`src/rtl/dlf_cvt_sched.sv`:
```
// dlf_cvt_sched: round-robin share of one int32->DLFloat16 converter; grant/issue same cycle, response >= CVT_LAT+1 later.
// Credits cover in-flight + buffered results so rsp backpressure never loses data; DLF_INEXACT_EN adds an issue-time inexact flag.
module dlf_cvt_sched #(
  parameter int NUM_REQ   = 4,
  parameter int CVT_LAT   = 1,
  parameter int RSP_DEPTH = 4,
  parameter int IDW       = 2
) (
  input  logic                  clk,
  input  logic                  rst_n,
  input  logic                  en,
  input  logic [NUM_REQ-1:0]    req_valid,
  input  logic [32*NUM_REQ-1:0] req_data,
  output logic [NUM_REQ-1:0]    req_ready,
  output logic                  cvt_valid,
  output logic [31:0]           cvt_in,
  input  logic [15:0]           cvt_out,
  input  logic [4:0]            cvt_exc,
  output logic                  rsp_valid,
  input  logic                  rsp_ready,
  output logic [IDW-1:0]        rsp_id,
  output logic [15:0]           rsp_data,
  output logic [4:0]            rsp_exc,
  output logic                  busy
);
  localparam int AW = $clog2(RSP_DEPTH);
  localparam int CW = AW + 1;
  localparam logic [CW-1:0] FULL_CRED = CW'(RSP_DEPTH);

  typedef enum logic [1:0] {IDLE, ACTIVE, STALL, DRAIN} state_t;
  typedef struct packed {
    logic [IDW-1:0] id;
    logic [15:0]    dat;
    logic [4:0]     exc;
  } rsp_ent_t;

  state_t             state_q, state_d;
  logic [IDW-1:0]     rr_ptr_q, rr_ptr_d;
  logic [CW-1:0]      credits_q, credits_d;
  logic [CVT_LAT-1:0] tag_vld_q, tag_vld_d;
  logic [IDW-1:0]     tag_id_q [CVT_LAT];
  logic [IDW-1:0]     tag_id_d [CVT_LAT];
  rsp_ent_t           mem_q [RSP_DEPTH];
  rsp_ent_t           mem_d [RSP_DEPTH];
  logic [AW-1:0]      wr_ptr_q, wr_ptr_d, rd_ptr_q, rd_ptr_d;
  logic [CW-1:0]      count_q, count_d;
`ifdef DLF_INEXACT_EN
  logic [CVT_LAT-1:0] tag_inx_q, tag_inx_d;
  logic [31:0]        op_abs;
  logic               inexact;
`endif

  logic           any_req, found, issue, push, pop, all_empty;
  logic [IDW-1:0] winner, idx;
  logic [31:0]    win_dat;
  int             sel_idx;
  rsp_ent_t       push_ent;

  // First requesting port at or after rr_ptr, wrapping.
  always_comb begin
    any_req = |req_valid;
    found   = 1'b0;
    winner  = '0;
    sel_idx = 0;
    idx     = '0;
    for (int i = 0; i < NUM_REQ; i++) begin
      sel_idx = (int'(rr_ptr_q) + i) % NUM_REQ;
      idx     = IDW'(sel_idx);
      if (!found && req_valid[idx]) begin
        found  = 1'b1;
        winner = idx;
      end
    end
    win_dat = '0;
    for (int i = 0; i < NUM_REQ; i++) begin
      if (winner == IDW'(i)) win_dat = req_data[32*i +: 32];
    end
  end

  // rst_n is an active-high reset here; grants are held off while it is asserted.
  always_comb begin
    issue     = !rst_n && en && (credits_q != '0) && any_req;
    req_ready = issue ? (NUM_REQ'(1) << winner) : '0;
    cvt_valid = issue;
    cvt_in    = issue ? win_dat : '0;
    rr_ptr_d  = rr_ptr_q;
    if (issue) rr_ptr_d = (winner == IDW'(NUM_REQ - 1)) ? '0 : winner + IDW'(1);
  end

`ifdef DLF_INEXACT_EN
  // A bit is lost if some 1 sits at least 10 places above it; -2^31 negates to 2^31 as unsigned.
  always_comb begin
    op_abs  = win_dat[31] ? (~win_dat + 32'd1) : win_dat;
    inexact = 1'b0;
    for (int i = 0; i < 22; i++) inexact = inexact | (op_abs[i] & (|(op_abs >> (i + 10))));
  end
`endif

  always_comb begin
    tag_vld_d    = '0;
    tag_vld_d[0] = issue;
    tag_id_d[0]  = winner;
    for (int k = 1; k < CVT_LAT; k++) begin
      tag_vld_d[k] = tag_vld_q[k-1];
      tag_id_d[k]  = tag_id_q[k-1];
    end
`ifdef DLF_INEXACT_EN
    tag_inx_d    = '0;
    tag_inx_d[0] = issue & inexact;
    for (int k = 1; k < CVT_LAT; k++) tag_inx_d[k] = tag_inx_q[k-1];
`endif
  end

  always_comb begin
    push         = tag_vld_q[CVT_LAT-1];
    push_ent.id  = tag_id_q[CVT_LAT-1];
    push_ent.dat = cvt_out;
`ifdef DLF_INEXACT_EN
    push_ent.exc = {cvt_exc[4:1], cvt_exc[0] | tag_inx_q[CVT_LAT-1]};
`else
    push_ent.exc = cvt_exc;
`endif
    rsp_valid = (count_q != '0);
    pop       = rsp_valid & rsp_ready;
    rsp_id    = rsp_valid ? mem_q[rd_ptr_q].id  : '0;
    rsp_data  = rsp_valid ? mem_q[rd_ptr_q].dat : '0;
    rsp_exc   = rsp_valid ? mem_q[rd_ptr_q].exc : '0;
    mem_d     = mem_q;
    if (push) mem_d[wr_ptr_q] = push_ent;
    wr_ptr_d  = wr_ptr_q + AW'(push);
    rd_ptr_d  = rd_ptr_q + AW'(pop);
    count_d   = count_q + CW'(push) - CW'(pop);
    credits_d = credits_q - CW'(issue) + CW'(pop);
    all_empty = (credits_q == FULL_CRED);
  end

  always_ff @(posedge clk) begin
    if (rst_n) begin
      state_q   <= IDLE;
      rr_ptr_q  <= '0;
      credits_q <= FULL_CRED;
      tag_vld_q <= '0;
      wr_ptr_q  <= '0;
      rd_ptr_q  <= '0;
      count_q   <= '0;
      for (int k = 0; k < CVT_LAT; k++) tag_id_q[k] <= '0;
      for (int d = 0; d < RSP_DEPTH; d++) mem_q[d] <= '0;
`ifdef DLF_INEXACT_EN
      tag_inx_q <= '0;
`endif
    end else begin
      state_q   <= state_d;
      rr_ptr_q  <= rr_ptr_d;
      credits_q <= credits_d;
      tag_vld_q <= tag_vld_d;
      tag_id_q  <= tag_id_d;
      wr_ptr_q  <= wr_ptr_d;
      rd_ptr_q  <= rd_ptr_d;
      count_q   <= count_d;
      mem_q     <= mem_d;
`ifdef DLF_INEXACT_EN
      tag_inx_q <= tag_inx_d;
`endif
    end
  end

  always_comb begin
    state_d = state_q;
    case (state_q)
      IDLE:    if (issue) state_d = ACTIVE;
      ACTIVE: begin
        if (!en)                                 state_d = DRAIN;
        else if ((credits_q == '0) && any_req)   state_d = STALL;
        else if (!any_req && all_empty)          state_d = IDLE;
      end
      STALL: begin
        if (!en)                   state_d = DRAIN;
        else if (credits_q != '0)  state_d = ACTIVE;
      end
      DRAIN: begin
        if (en)             state_d = ACTIVE;
        else if (all_empty) state_d = IDLE;
      end
      default: state_d = IDLE;
    endcase
  end

  always_comb begin
    busy = (state_q != IDLE);
  end
endmodule

```
`config.mk`:
```
export PLATFORM = sky130hd
export DESIGN_NAME = dlf_cvt_sched
export DESIGN_NICKNAME = d
export VERILOG_FILES = /design/src/rtl/dlf_cvt_sched.sv
export SDC_FILE = /design/constraint.sdc
export NUM_CORES = 1
export LEC_CHECK = 0
export CORE_ASPECT_RATIO = 0.5
export CORE_MARGIN = 4
export CORE_UTILIZATION = 42
export CTS_BUF_LIST = sky130_fd_sc_hd__clkbuf_4
export CTS_CLUSTER_DIAMETER = 30
export DETAILED_ROUTE_END_ITERATION = 8
export GPL_TIMING_DRIVEN = 0
export PLACE_DENSITY_LB_ADDON = 0.15
export SLEW_MARGIN = 40
export SYNTH_ARGS = -nofsm -noshare
export SYNTH_HDL_FRONTEND = slang
export SYNTH_SLANG_ARGS = --single-unit
```
`constraint.sdc`:
```
create_clock -name clk -period 3.15 [get_ports clk]
set_clock_uncertainty 0.15 [all_clocks]
set_input_delay 0.7875 -clock clk [delete_from_list [all_inputs] [get_ports clk]]
set_output_delay 0.7875 -clock clk [all_outputs]
set_load 0.02 [all_outputs]
```
==> results.toml, run 1 <==
[yosys]
synth_compound_area_share_pct = 21.5
yosys.area_share.adder_pct = 2.81
avgSynthCellArea_um2 = 7.81
seq_area_frac_synth_pct = 37.2
ys_warn_count = 0
synth.mux.area_fraction_pct = 9.00
syn-num-nets = 921
synth_top_area_share_pct = 37.2
synth_ff_type = "dfxtp_1"
yosys-top-cells-area = "dfxtp_1 (37%), nand2_1 (14%), a21oi_1 (11%)"
ys_ff_latch = 109
ys_async_sr_fraction_pct = 0
synth_edf_count = 0
syn_inst = 752
synth_simple_gate_area_share_pct = 20.9
synth_area_leader_cell = "dfxtp_1"
synth-xor-area-share_pct = 1.04
synthesis.area_um2 = 5870
ys_types = 39
synth_top_family_by_area = "compound AO/OA/AOI/OAI gates"

[floorplan]
rows = 30
die_y_um = 91.6
fp.dieArea_um2 = 16000
die_width_um = 175
core_area_um2 = 13600
ios = 219
start_util_pct = 43.1

[clocking]
path_clk_slew_ns = 0.15
htreeDepth = 3
root_buffer = "clkbuf_4"
cts_tree = "built"
cts_hold_buf = 0
insertion_delay_ns = 0.47
clockBufferDepth = 2
cts_sinks = 109
numCtsBuffers = 9

[timing]
slew_viol_final = 0
worst_slack_ns = -0.555
tightest_slew_ns = 0.815
rsz0062_at_grt = "yes"
finalCritPeriodShare_pct = 118
timing.hold.ws_ns = 0.314
hold_viol_final = 0
slew_headroom_pct = 45.2
fin_crit_ns = 3.70
fmax_mhz = 270
setup_viol = 35

[setup_path]
path_class = "in2out"
cp.required_ns = 2.21
arrival_ns = 2.77
cp-start-kind = "input port"
critPathMaxFanout = 5
cp-end-kind = "primary output"

[layout]
nFillCells = 1070
most-common-layout-cells = "nand2_1 (220), clkdlybuf4s50_1 (152), dfxtp_1 (106), a21oi_1 (94), buf_6 (47)"
nNetsFinal = 1176
drive_gt1_share_pct = 22.6
antenna_cells = 0
finalInstanceArea_um2 = 9700
area_delta_synth_final_pct = 65.3
final_common_cell = "nand2_1"

[route]
drt-wirelength-per-cell_um = 18.1
top_layer = "met4"
dr.pass1.iters = 6
wl_met2_mm = 11.3
routedLengthMet1_mm = 8.36
drtIter0Drc = 470
drt-total-wl_mm = 21.8
drtAntennaViolNets = 0
drcViolationCount = 0
wl_met3_mm = 1.64
viasPerCell = 5.34
num_vias = 6429

[hold_path]
min-delay-path-class = "reg2reg"

[placement]
dpl_worst_slack_ns = -1.75
place_hpwl_mm = 15.6
dpl_cell_area_um2 = 8740
io_buffers = 217
routabilityCongestion = 0.925

[global_routing]
grt.total_usage_pct = 26.4
grt_max_degree = 18
grt_pass1_vias = 6488
grt_pass1_wl_mm = 33.7
grt_overflow_total = 0
antenna_found_initial = 0

[pwr]
p_leak_nw = 3.68
ir_drop_uv = 269
p_per_area_nw_per_um2 = 519

[run]
maxCapViolations = 0

[outcome]
status = "finished with violations"
violations = "negative setup slack"
-- synth_stat cells (2+ instances only) --
master	number
buf_2	14
clkbuf_1	47
o21ai_1	2
inv_1	45
mux4_2	23
nand2_1	222
dfxtp_1	109
and2_1	27
a221oi_1	31
a211o_1	31
ha_1	10
nor2b_1	9
o22ai_1	2
buf_1	4
xnor2_1	6
or3_1	4
nor2_1	10
nand2b_1	3
fa_1	2
nor3_1	3
a21oi_1	130
-- final timing paths --
check	start	to	slack (ns)	depth (start not counted)
max	req_valid[2]	cvt_in[2]	-0.55	13
min	mem_q[0]$_SDFFE_PP0P_	mem_q[0]$_SDFFE_PP0P_	0.31	2
max reg2reg	credits_q[2]$_SDFF_PP1_	credits_q[2]$_SDFF_PP1_	0.42	12
min reg2reg	mem_q[0]$_SDFFE_PP0P_	mem_q[0]$_SDFFE_PP0P_	0.31	2
-- metrics by stage --
step	power, mW	utilization, %	TNS [ns]	std cells
global route	5.31	71.2	-19.50	1204
floorplan	2.98	-	-3.26	752
global placement	3.70	64.2	-56.33	1161
CTS	4.97	70.3	-15.55	1198
finish	5.04	71.2	-15.43	1204
detailed placement	3.74	64.2	-57.62	1161
-- final cells by class --
class / count / area, um^2 / area share (%)
clock buffers: 10 / 75.1 / 0.774
clock inverters: 6 / 85.1 / 0.877
well taps: 192 / 240 / 2.48
repair buffers: 247 / 2480 / 25.6
multi-input cells: 531 / 3920 / 40.4
plain buffers: 63 / 534 / 5.51
inverters: 46 / 178 / 1.83
flip-flops and latches: 109 / 2190 / 22.6
-- what timing repair did --
item / 4_1_cts / 5_1_grt
cloned: 6 / 1
buffers inserted: 18 / 8
endpoints found under the setup margin: 62 / 52
gates resized for setup: 365 / 34
pin swaps: 37 / 25
-- critical path, stage by stage --
cell,delay (ns)
buf_2,0.17
mux2i_1,0.11
nor2_1,0.20
nor3_4,0.07
buf_4,0.14
ha_4,0.18
nor2b_4,0.17
buf_12,0.14
buf_6,0.13
a221oi_1,0.07
a211o_1,0.27
a21oi_4,0.17
buf_6,0.15
-- cell families (layout without fill, tap and decap cells) --
logic type      count (synthesis)  count (layout)
compound gates                202             202
xor+xnor                        7               7
fa+ha+maj                      12              12
buf+inv                       112             372
flops                         109             109
mux                            24              24
simple gates                  286             286
-- power breakdown --
part           internal, mW  total, mW  leakage (nW)  switching, mW
Clock                 0.331      0.792        0.0861          0.461
Sequential             1.48       1.55         0.885         0.0695
Combinational          1.36       2.70          2.71           1.34
Total                  3.17       5.04          3.68           1.87
-- flip-flops by register name, summed over array words and instances (netlist names) --
register   flops
push           1
count_q        3
state_q        2
rd_ptr_q       2
mem_q         92
credits_q      3
wr_ptr_q       2
rr_ptr_q       2
tag_id_q       2
-- routing by layer --
| layer | vias up | global-route usage (%) |
|---|---|---|
| li1 | 3075 | - |
| met1 | 3090 | 30.4 |
| met2 | 226 | 47.8 |
| met3 | 38 | 7.74 |
| met4 | 0 | 7.45 |
| met5 | - | 0 |
(Power assumes the default switching activity.)
==> run 2, diff against run 1 <==
CORE_UTILIZATION = 46   (was 42)
clock period = 3.6 ns   (was 3.15 ns; I/O delays follow)
==> run 2 against run 1 <==
Net effect: cell area fell by 2.2%; non-clock buffer count fell by 9; largest power group unchanged; highest routed layer unchanged; global-route usage rose by 1.7 points; wire length fell by 1.7%; sequential power fell by 13%; the run still ends with negative setup slack left; sequential cell count did not move; first-iteration DRC count fell by 1.5%; clock power fell by 21%; clock-buffer cell count did not move; critical path depth fell by 1.
==> results.toml, run 2 (synthesis gave the netlist of run 1 again) <==
[route]
num_vias = 6458
drtIter0Drc = 463
viasPerCell = 5.53
drt-wirelength-per-cell_um = 18.3
dr.pass1.iters = 6
drcViolationCount = 0
drt-total-wl_mm = 21.4
drtAntennaViolNets = 0

[layout]
top_regs = "mem_q x92, count_q x3, credits_q x3"
top_register = "mem_q"
largest_reg_flops = 92
area_delta_synth_final_pct = 61.6
nFillCells = 847
utilization_pct = 78.2
most-common-layout-cells = "nand2_1 (222), clkdlybuf4s50_1 (165), dfxtp_1 (108), a21oi_1 (96), inv_1 (43)"
final_common_cell = "nand2_1"
drive_gt1_share_pct = 20.8
nNetsFinal = 1167
antenna_cells = 0

[setup_path]
cp_top_family = "buffers and inverters"
arrival_ns = 2.86
cp-end-kind = "primary output"
slowest_stage = "nor3_2"
cp-start-kind = "input port"
path_class = "in2out"
cp.required_ns = 2.55
critPathMaxStageDelay_ns = 0.31
crit_chain = "buf_8, mux2i_1, nor2_1, nor3_2, inv_2, ha_4, nor2b_4, buf_6, a221oi_1, a211o_1, a21oi_4, buf_4"
critPathMaxFanout = 10
path_buf_inv = 4

[outcome]
status = "finished with violations"
violations = "negative setup slack"

[timing]
setup_viol = 32
slew_headroom_pct = 52.6
fmax_mhz = 256
rsz0062_at_grt = "yes"
hold_viol_final = 0
slew_viol_final = 0
fin_crit_ns = 3.91
tightest_slew_ns = 0.705
finalCritPeriodShare_pct = 109
worst_slack_ns = -0.313

[global_routing]
grt_pass1_wl_mm = 33.1
grt_overflow_total = 0
antenna_found_initial = 0
grt.total_usage_pct = 28.1
grt_max_degree = 18
grt_pass1_vias = 6500

[clocking]
cts_tree = "built"
insertion_delay_ns = 0.47
root_buffer = "clkbuf_4"
htreeDepth = 3
numCtsBuffers = 9
path_clk_slew_ns = 0.16
clockBufferDepth = 2
cts_sinks = 109

[placement]
place_hpwl_mm = 15.6
routabilityCongestion = 0.885
io_buffers = 217

[run]
maxCapViolations = 0

[floorplan]
ios = 219
die_width_um = 168
fp.dieArea_um2 = 14700
start_util_pct = 48.4
core_area_um2 = 12100
rows = 28
die_y_um = 87.9

[pwr]
fin_total_pwr_mw = 4.21
p_per_area_nw_per_um2 = 444
p_leak_nw = 3.65
ir_drop_uv = 203

[hold_path]
min-delay-path-class = "reg2reg"
-- run 2: layout make-up --
type | instances | area (um^2) | area share, %
buffer | 65 | 507 | 5.34
clock buffer | 10 | 75.1 | 0.792
clock inverter | 6 | 61.3 | 0.646
inverter | 46 | 175 | 1.85
multi-input combinational | 531 | 3900 | 41.1
sequential | 109 | 2190 | 23.0
tap | 165 | 206 | 2.18
timing repair buffer | 236 | 2380 | 25.1
-- run 2: what timing repair did --
action	4_1_cts	5_1_grt
gates cloned	3	1
resized for setup	322	55
buffers inserted	14	2
setup endpoints to repair	52	51
hold endpoints to repair	0	0
pin swaps	58	27
hold buffers	0	0
-- run 2: worst paths after layout --
| path | from | end | slack [ns] | cells after the start |
|---|---|---|---|---|
| worst max register to register | count_q[2]$_SDFF_PP0_ | count_q[2]$_SDFF_PP0_ | 0.70 | 11 |
| worst max-delay path | req_valid[2] | cvt_in[15] | -0.31 | 12 |
| worst min-delay path | mem_q[23]$_SDFFE_PP0P_ | mem_q[23]$_SDFFE_PP0P_ | 0.31 | 2 |
| worst min register to register | mem_q[23]$_SDFFE_PP0P_ | mem_q[23]$_SDFFE_PP0P_ | 0.31 | 2 |
-- run 2: metal layers --
| metal | track usage, % | vias up | part of all wire, % |
|---|---|---|---|
| met2 | 52.7 | 281 | 51 |
| met4 | 7.81 | 0 | 2.7 |
| met1 | 31.4 | 3068 | 38 |
| li1 | - | 3056 | - |
| met3 | 8.70 | 53 | 8.7 |
| met5 | 0 | - | 0 |
-- run 2: power by group --
part | internal (mW) | switching (mW)
Combinational | 1.10 | 1.14
Sequential | 1.29 | 0.0592
Clock | 0.219 | 0.404
-- run 2: tightest hold or removal path, delay by kind of cell, from the launching register on --
kind | cells | cell delay, ns
AOI/OAI and AO/OA | 1 | 0.05
DFF | 1 | 0.34
and+or+nand+nor | 1 | 0.05
-- run 2: per-stage QoR --
stage               setup TNS [ns]  hold slack (ns)  setup slack [ns]  area [um^2]  cells
detailed placement          -49.28            0.293             -1.48         8610   1134
floorplan                        0            0.283            0.0127         6230    752
finish                       -8.36            0.313            -0.313         9480   1168
CTS                          -7.30            0.313            -0.278         9330   1167
global route                -12.13            0.333            -0.447         9480   1168
global placement            -49.57            0.288             -1.52         8600   1134
==> run 3, diff against run 2 <==
REMOVE_ABC_BUFFERS = 1   (was default)
==> run 3 against run 2 <==
Net effect: the run still ends with negative setup slack left; die area is the same; cell area shrank 2.3%; sequential cell count is the same; register-to-register slack is essentially flat; global-route usage grew 0.096 points; non-clock buffer count shrank 40; sequential power grew 7%; combinational power shrank 5%; first-iteration DRC count grew 17%; clock-buffer cell count grew 1; hold slack lost 0.0018 ns; largest cell class unchanged; highest routed layer unchanged.
==> results.toml, run 3 (synthesis gave the netlist of run 1 again) <==
[outcome]
status = "finished with violations"
violations = "negative setup slack"

[layout]
top_regs = "mem_q x92, count_q x3, credits_q x3"
largest_reg_flops = 92
drive_gt1_share_pct = 20.9
area_delta_synth_final_pct = 57.9
final_common_cell = "nand2_1"
antenna_cells = 0
most-common-layout-cells = "nand2_1 (222), clkdlybuf4s50_1 (172), a21oi_1 (107), dfxtp_1 (106), inv_1 (43)"
top_register = "mem_q"
utilization_pct = 76.4
nNetsFinal = 1128

[setup_path]
cp-start-kind = "input port"
cp_top_family = "compound AO/OA/AOI/OAI gates"
path_buf_inv = 5
critPathMaxStageDelay_ns = 0.25
path_class = "in2out"
arrival_ns = 2.77
slowest_stage = "o22ai_4"
critPathMaxFanout = 5
crit_chain = "buf_8, a21oi_2, o21a_1, o22ai_4, buf_6, ha_4, nor2b_4, buf_6, buf_16, a221oi_2, a211o_1, a21oi_2, buf_4"
cp.required_ns = 2.55
cp-end-kind = "primary output"

[route]
num_vias = 6219
drcViolationCount = 0
drtAntennaViolNets = 0
viasPerCell = 5.51
drt-total-wl_mm = 21.4
drt-wirelength-per-cell_um = 19.0
dr.pass1.iters = 5
drtIter0Drc = 542

[pwr]
p_leak_nw = 3.50
ir_drop_uv = 272
fin_total_pwr_mw = 4.25
p_per_area_nw_per_um2 = 459

[clocking]
cts_sinks = 109
numCtsBuffers = 9
htreeDepth = 3
insertion_delay_ns = 0.47
root_buffer = "clkbuf_4"
cts_tree = "built"
cts_hold_buf = 0
path_clk_slew_ns = 0.15
clockBufferDepth = 2

[global_routing]
grt_pass1_vias = 6218
antenna_found_initial = 0
grt_overflow_total = 0
grt_max_degree = 59
grt.total_usage_pct = 28.2
grt_pass1_wl_mm = 32.7

[timing]
fin_crit_ns = 3.82
rsz0062_at_grt = "yes"
slew_headroom_pct = 58.5
setup_viol = 32
slew_viol_final = 0
finalCritPeriodShare_pct = 106
fmax_mhz = 262
worst_slack_ns = -0.217
tightest_slew_ns = 0.621
hold_viol_final = 0

[floorplan]
rows = 28
ios = 219
die_y_um = 87.9
die_width_um = 168
start_util_pct = 48.4
fp.dieArea_um2 = 14700
core_area_um2 = 12100

[run]
maxCapViolations = 0

[placement]
io_buffers = 218
routabilityCongestion = 0.781
dpl_worst_slack_ns = -2.09
place_hpwl_mm = 13.5

[hold_path]
min-delay-path-class = "reg2reg"
## run 3: cell types whose count changed in the layout (fill, tap and decap cells not counted), moves of 4 or more
| cell | change |
|---|---|
| a21oi_1 | +11 |
| a21oi_2 | +19 |
| a21oi_4 | -30 |
| buf_12 | +8 |
| buf_16 | +9 |
| buf_2 | -8 |
| buf_4 | +9 |
| buf_6 | -15 |
| clkbuf_1 | -28 |
| clkbuf_8 | -4 |
| clkdlybuf4s50_1 | +7 |
| dlymetal6s2s_1 | -7 |
## run 3: power breakdown
group / internal (mW) / leakage, nW / switching (mW)
Sequential: 1.30 / 0.886 / 0.139
Combinational: 1.12 / 2.53 / 1.01
Clock: 0.295 / 0.0869 / 0.390
## run 3: per-layer routing
| layer | track usage [%] | vias up | wire length (um) |
|---|---|---|---|
| li1 | - | 2989 | - |
| met1 | 32.9 | 2954 | 8350 |
| met2 | 49.7 | 225 | 10600 |
| met3 | 8.03 | 51 | 1650 |
| met4 | 11.6 | 0 | 743 |
| met5 | 0 | - | 0 |
## run 3: through the flow
stage / hold slack (ns) / TNS [ns] / area, um^2 / instances
finish: 0.312 / -5.19 / 9270 / 1128
CTS: 0.314 / -5.09 / 9100 / 1127
detailed placement: 0.294 / -67.60 / 8220 / 1081
floorplan: 0.277 / -38.81 / 5600 / 686
global route: 0.331 / -7.80 / 9270 / 1128
global placement: 0.289 / -244.63 / 7990 / 1069
## run 3: what timing repair did
item / in CTS / in global routing
pin swaps: 61 / 14
setup buffers: 23 / 1
resized for setup: 280 / 34
cloned: 9 / 1
setup endpoints to repair: 43 / 36
## run 3: worst paths after layout
path,startpoint,endpoint,slack [ns],cells after the start
worst max-delay path,req_valid[0],cvt_in[31],-0.22,13
worst min register to register,mem_q[25]$_SDFFE_PP0P_,mem_q[25]$_SDFFE_PP0P_,0.31,2
worst min-delay path,mem_q[25]$_SDFFE_PP0P_,mem_q[25]$_SDFFE_PP0P_,0.31,2
worst max register to register,count_q[2]$_SDFF_PP0_,count_q[2]$_SDFF_PP0_,0.71,10
## run 3: cell type report
class                           count  area, um^2
Clock buffer                       11        82.6
Multi-Input combinational cell    532        3690
Inverter                           46         173
Clock inverter                      4        73.8
Fill cell                         869        2860
Sequential cell                   109        2190
Tap cell                          165         206
Timing Repair Buffer              261        2850
## run 3: tightest hold or removal path, cell delays in order, from the launching register on
cell and delay (ns):
dfxtp_1 0.34, nand2_1 0.05, a21oi_1 0.05
